[src/rtl/reg_status_file.sv]
// rtl/reg_status_file.sv - architectural register file plus rename-status table fed by the ROB commit bus
// Optional debug read port and busy mask enabled by defining REGFILE_DEBUG_PORT_EN.
module reg_status_file #(
  parameter int REG_NUM    = 32,
  parameter int REG_WIDTH  = 5,
  parameter int DATA_WIDTH = 32,
  parameter int TAG_WIDTH  = 4
) (
  input  logic                  clk,
  input  logic                  rst_n,
  input  logic                  rdy,
  input  logic                  clear,
  input  logic                  ID_rename_valid,
  input  logic [REG_WIDTH-1:0]  ID_rename_reg,
  input  logic [TAG_WIDTH-1:0]  ID_rename_tag,
  input  logic [REG_WIDTH-1:0]  ID_rs1,
  input  logic [REG_WIDTH-1:0]  ID_rs2,
  output logic                  reg1_busy,
  output logic [TAG_WIDTH-1:0]  reg1_tag,
  output logic [DATA_WIDTH-1:0] reg1_data,
  output logic                  reg2_busy,
  output logic [TAG_WIDTH-1:0]  reg2_tag,
  output logic [DATA_WIDTH-1:0] reg2_data,
  input  logic                  CDB_data_valid,
  input  logic [REG_WIDTH-1:0]  CDB_reg_dest,
  input  logic [TAG_WIDTH-1:0]  CDB_tag,
  input  logic [DATA_WIDTH-1:0] CDB_data
`ifdef REGFILE_DEBUG_PORT_EN
  ,
  input  logic [REG_WIDTH-1:0]  dbg_reg_addr,
  output logic [DATA_WIDTH-1:0] dbg_reg_data,
  output logic [REG_NUM-1:0]    dbg_busy_mask
`endif
);

  logic [REG_NUM-1:0][DATA_WIDTH-1:0] data_q, data_d;
  logic [REG_NUM-1:0][TAG_WIDTH-1:0]  tag_q, tag_d;
  logic [REG_NUM-1:0]                 busy_q, busy_d;

  always_comb begin
    data_d = data_q;
    busy_d = busy_q;
    tag_d  = tag_q;
    if (rdy) begin
      if (CDB_data_valid && CDB_reg_dest != '0) begin
        data_d[CDB_reg_dest] = CDB_data;
        // only the newest producer may retire the rename; stale commits leave busy set
        if (busy_q[CDB_reg_dest] && tag_q[CDB_reg_dest] == CDB_tag)
          busy_d[CDB_reg_dest] = 1'b0;
      end
      if (clear) begin
        busy_d = '0;
        tag_d  = '0;
      end else if (ID_rename_valid && ID_rename_reg != '0) begin
        busy_d[ID_rename_reg] = 1'b1;
        tag_d[ID_rename_reg]  = ID_rename_tag;
      end
    end
  end

  always_ff @(posedge clk) begin
    if (!rst_n) begin
      data_q <= '0;
      busy_q <= '0;
      tag_q  <= '0;
    end else begin
      data_q <= data_d;
      busy_q <= busy_d;
      tag_q  <= tag_d;
    end
  end

  // packed as {busy, tag, data}; same-cycle renames are deliberately invisible here
  function automatic logic [TAG_WIDTH+DATA_WIDTH:0] lookup(input logic [REG_WIDTH-1:0] rs);
    lookup = '0;
    if (rs != '0) begin
      if (CDB_data_valid && CDB_reg_dest == rs && busy_q[rs] && tag_q[rs] == CDB_tag)
        lookup = {1'b0, {TAG_WIDTH{1'b0}}, CDB_data};
      else if (busy_q[rs])
        lookup = {1'b1, tag_q[rs], {DATA_WIDTH{1'b0}}};
      else
        lookup = {1'b0, {TAG_WIDTH{1'b0}}, data_q[rs]};
    end
  endfunction

  assign {reg1_busy, reg1_tag, reg1_data} = lookup(ID_rs1);
  assign {reg2_busy, reg2_tag, reg2_data} = lookup(ID_rs2);

`ifdef REGFILE_DEBUG_PORT_EN
  assign dbg_reg_data  = data_q[dbg_reg_addr];
  assign dbg_busy_mask = busy_q;
`endif

endmodule
[config.mk]
export PLATFORM = sky130hd
export DESIGN_NAME = reg_status_file
export DESIGN_NICKNAME = d
export VERILOG_FILES = /design/src/rtl/reg_status_file.sv
export SDC_FILE = /design/constraint.sdc
export NUM_CORES = 2
export LEC_CHECK = 0
export BUFFER_PORTS_ARGS = -buffer_cell sky130_fd_sc_hd__buf_2
export CAP_MARGIN = 30
export CORE_ASPECT_RATIO = 0.7
export CORE_MARGIN = 10
export CORE_UTILIZATION = 35
export DETAILED_ROUTE_END_ITERATION = 16
export PLACE_DENSITY_LB_ADDON = 0.12
export SYNTH_ARGS = -nofsm -noshare
export SYNTH_HDL_FRONTEND = slang
export SYNTH_SLANG_ARGS = --single-unit
[constraint.sdc]
create_clock -name clk -period 2.9 [get_ports clk]
set_clock_uncertainty 0.2 [all_clocks]
set_input_delay 0.145 -clock clk [delete_from_list [all_inputs] [get_ports clk]]
set_output_delay 0.145 -clock clk [all_outputs]
set_load 0.01 [all_outputs]
[Word level (Yosys, flattened, before mapping)]
Cells that the tools add are included.
Cells by class
  $lt $le $gt $ge: 6
  bitwise logic cells: 3
  equality and inequality tests: 5
  mux-type cells: 39
  reductions and logical operators: 18
Operators with widths (number)
  $bwmux W1024: 1
  $bmux W32 S5: 2
  $mux W128: 2
  $mux W32: 8
  $mux W37: 6
  $demux W32 S5: 1
  $bwmux W128: 1
  $bmux W4 S5: 3
  $and A32 B32 Y32: 1
  $not A32 Y32: 1
  $or A32 B32 Y32: 1
  $lt A5 B6 Y1 const B: 4
  $demux W4 S5: 1
  $reduce_bool A5 Y1: 4
  $mux W4: 4
  $bmux W1 S5: 3
  $eq A4 B4 Y1: 3
  $logic_and A1 B1 Y1: 11
  $demux W1 S5: 2
  $eq A5 B5 Y1: 2
  $ge A5 B1 Y1 const B: 2
  $mux W1: 5
  $reduce_and A2 Y1: 2
  $reduce_bool A2 Y1: 1
Storage, ports and cells
  bits in registers: 1184
  output and inout bits: 74
  logic and storage cells: 136
  bits of input ports: 66

[Longest topological paths before layout]
  word-level depth: 12
  gate-level depth with buffers: 13
  depth with buffers taken out: 8

[Least setup slack after synthesis]
No wires, ideal clock.
  path kind: in2out
  from: input ID_rs2[1]
  to: output reg2_data[12]
  stages on the path: 10
  buffers on the path: 5
  required time: 2.555 ns
  arrival time: 2.708 ns
  setup slack: -0.153 ns
  cells stage by stage: buf_2 > buf_2 > buf_2 > buf_1 > clkbuf_1 > mux4_2 > mux4_2 > mux2i_1 > nor2_1 > a41o_1
Between the ends
  word-level cells in the longest chain between the ends: 6
  elaborated cells between the ends (all ways): 15
  those cells by class: eq/ne: 2; mux: 9; reduce/logical: 4
RTL lines
  from (decl): line 17  | input logic [REG_WIDTH-1:0] ID_rs2,
  $bmux W4 S5, or another cell as far along: line 77  | if (CDB_data_valid && CDB_reg_dest == rs && busy_q[rs] && tag_q[rs] == CDB_tag)
  $mux W4 (implied by the code), or another cell as far along: line 77
  $eq A4 B4 Y1 / $logic_and A1 B1 Y1 (equally long branches): line 77
  $logic_and A1 B1 Y1: line 77
  $mux W37: line 77
  $mux W37 *: line 76  | if (rs != '0) begin
  to (decl): line 23  | output logic [DATA_WIDTH-1:0] reg2_data,
Every way passes the cells marked *; elsewhere a longest branch is shown, timed or not. The select of a mux whose other input is x is not followed.

[Worst setup path in the final report]
  from: register tag_q[116] (netlist name)
  to: output reg2_data[5]
Between the ends
  word-level cells in the longest chain between the ends: 6
RTL lines
  from (decl): line 37  | logic [REG_NUM-1:0][TAG_WIDTH-1:0] tag_q, tag_d;
  from (signal assigned): line 69  | tag_q <= tag_d;
  $bmux W4 S5: line 77
  $mux W4 (implied by the code): line 77
  $eq A4 B4 Y1: line 77
  $logic_and A1 B1 Y1: line 77
  $mux W37: line 77
  $mux W37: line 76
No other way between the ends. The select of a mux whose other input is x is not followed.

==> impl_metrics.toml <==
[logic_synthesis]
synth_most_common_cell = "nand2_1"
yosysTopAreaCellShare_pct = 35.9
synthSimpleGateAreaFrac_pct = 16.6
syn_nets = 7183
synth-adder-area-share_pct = 0
ys_types = 67
synth_area_leader_cell = "dfxtp_1"
synth_xor_area_share_pct = 0.252
synthArstFlopShare_pct = 0
syn_inst = 7117
synth_edf_count = 0
yosys-top-cells-area = "dfxtp_1 36%, mux4_2 19%, nand2_1 12%"
ys_ff_latch = 1184
ys_seq_area_share_pct = 35.9
synth_compound_area_share_pct = 17.1
synth_area_per_cell_um2 = 9.28
synthMuxAreaShare_pct = 25.3
synth_top_family_by_area = "multiplexers"
syn_area_um2 = 66000
synth_warnings = 0
synth_flop_cell = "dfxtp_1"
synthTopCellsByCount = "2073 x nand2_1, 1184 x dfxtp_1, 938 x a21boi_0, 555 x mux4_2, 549 x clkbuf_1"

[final_layout]
final_cells = 10100
fin_area_um2 = 81600
regArea_um2 = 23700
multi_input_area_um2 = 40300
area_growth_pct = 23.6
fin_util_pct = 43.5
layout.nets = 7591
drive_above_1_share_pct = 26.3
fillers = 18000

[grt]
grt_pass1_vias = 58400
grt_overflow = 0
antenna_found_initial = 19
grt_use_total_pct = 30.2
grt_max_degree = 135
grt_pass1_wl_um = 457000

[timing]
timing.hold.ws_ns = -0.0217
fin_crit_sh_pct = 139
slew_headroom_pct = 36.5
slew_viol_final = 0
setup_violations = 77
fin_ws_ns = -1.14
worstMarginPinSlew_ns = 0.945
rsz0062_at_grt = "yes"
finalHoldViolCount = 2
min_period_ns = 4.04
fmax_ghz = 0.248

[cts]
insertion_delay_ns = 0.80
clock_path_buffers = 3
numCtsBuffers = 135
clock_sinks = 1184
cts_tree = "built"
cts-root-buf = "clkbuf_16"
path_clk_slew_ns = 0.06
cts_htree_levels = 4

[place]
placed_cells = 9794
gp_congestion = 0.950
dpl.hpwl_um = 212000
port_buffers = 139
dpl-instance-area_um2 = 74900

[power_and_ir_drop]
vdd_drop_max_mv = 0.447
p_leak_uw = 0.0281
pwr_density_cell_nw_per_um2 = 475
design_power_total_uw = 38700

[critical_path]
critical_path.max_fanout = 6
worst_ep_arrival_time_ns = 3.69
worst_setup_path_end_kind = "output pin"
crit_path_top_delay_cell = "mux4_2"
critical_path_class = "flip-flop to output pin"
crit_path_cell_trace = "buf_4 -> mux4_2 -> mux2i_1 -> buf_4 -> o22ai_2 -> a211oi_2 -> buf_4 -> xnor2_4 -> nor3_4 -> buf_6 -> buf_12 -> buf_12 -> a41o_4 -> buf_6"
startpoint_type = "flip-flop"
required_ns = 2.56
worst_path_most_repeated_cell = "buf_4"
cpPeakStageDelay_ns = 0.49

[floorplanning]
die_area_um2 = 207000
dieHeight_um = 383
die_w_um = 539
core_um2 = 188000
row_count = 133
io_pins = 140
start_util_pct = 35.2

[outcome]
violations = "negative hold slack, negative setup slack"
status = "finished, violations left"

[routing]
drtIter0Drc = 7717
detail-route-antenna-nets = 0
drc = 0
avgViaCountPerCell = 6.01
routedWlPerCell_um = 32.0
drt_wl_total_um = 325000
vias = 60900
detail_route.first_pass.iterations = 6

[job]
maxCapViolCount = 0

[hold_path]
min-delay-path-class = "input port to flip-flop"
worst max-delay path: cells and delay by family (launching register included):
kind	cells	cell delay, ns
AND/OR/NAND/NOR	1	0.20
XOR/XNOR	1	0.07
buffers and inverters	7	1.06
multiplexers	2	0.68
flip-flops	1	0.31
AO/OA/AOI/OAI	3	0.60
cells by family after synthesis:
| logic type | count (synthesis) |
|---|---|
| AOI/OAI and AO/OA | 1521 |
| muxes | 954 |
| DFF | 1184 |
| xor gates and xnor gates | 19 |
| buffers and inverters | 750 |
| and+or+nand+nor | 2689 |
power by group:
group          total [uW]  internal [uW]  switching (uW)
sequential          16400          16300            46.0
combinational        4300           1580            2720
clock               18000          10300            7730
total               38700          28200           10500
sequential cells by signal, indices dropped and copies added (netlist names):
signal	cells
tag_q	128
data_q	1024
busy_q	32
cells in the final DEF, fill, tap and decap left out, drive strengths merged, types with 5 or more instances in the layout:
cell type,Yosys,final
a211oi,85,85
a21boi,1001,1001
a21o,24,24
a21oi,67,67
a221oi,54,54
a22o,8,8
a22oi,5,5
a31o,9,9
a41o,21,21
and2,42,42
and3,11,11
buf,191,940
bufinv,0,8
clkbuf,549,199
clkinv,1,25
dfxtp,1184,1184
diode,0,6
dlygate4sd3,0,67
inv,9,17
mux2,79,79
mux2i,314,314
mux4,561,561
nand2,2073,2073
nand2b,23,23
nand3,49,49
nand4,26,26
nor2,235,235
nor2b,139,139
nor3,54,54
o211ai,34,34
o21a,5,5
o21ai,63,63
o221ai,46,46
o22ai,62,62
o2bb2ai,17,17
or2,18,18
or3,5,5
xnor2,8,8
xor2,11,11
final cells by class:
cell class	count	share of cell area [%]
timing repair buffer	1011	12.1
inverter	10	0.0491
clock buffer	197	4.91
tap	2497	3.83
clock inverter	42	0.597
multi-input combinational	5183	49.4
antenna	6	0.0184
sequential	1184	29.1
final timing paths:
| kind | from | end | slack, ns | depth (start not counted) |
|---|---|---|---|---|
| hold reg to reg | data_q[342]$_SDFFE_PN0P_ | data_q[342]$_SDFFE_PN0P_ | 0.27 | 2 |
| hold / removal | ID_rename_reg[3] | tag_q[18]$_SDFFE_PN0P_ | -0.02 | 6 |
| setup / recovery | tag_q[116]$_SDFFE_PN0P_ | reg2_data[5] | -1.14 | 14 |
| setup reg to reg | tag_q[31]$_SDFFE_PN0P_ | busy_q[16]$_SDFFE_PN0P_ | 0 | 12 |
stage by stage:
stage	TNS [ns]	setup slack [ns]
after floorplan	0	0.00292
after global placement	-49.73	-1.06
after detailed placement	-46.44	-1.04
after CTS	-75.08	-1.12
after global routing	-82.75	-1.20
final	-76.86	-1.14
routing by layer:
metal / part of all wire, % / track usage, %
met1: 44 / 43.7
met2: 41 / 42.9
met3: 12 / 8.20
met4: 4.0 / 10.8
met5: 0.025 / 0
repair_timing:
action	4_1_cts	5_1_grt
pin swaps	20	27
setup endpoints to repair	105	108
cloned	2	2
hold buffers	66	6
resized for setup	86	116
endpoints found under the hold margin	1121	21
buffers inserted	18	6
Note: power is estimated with default switching activity, not from simulation.
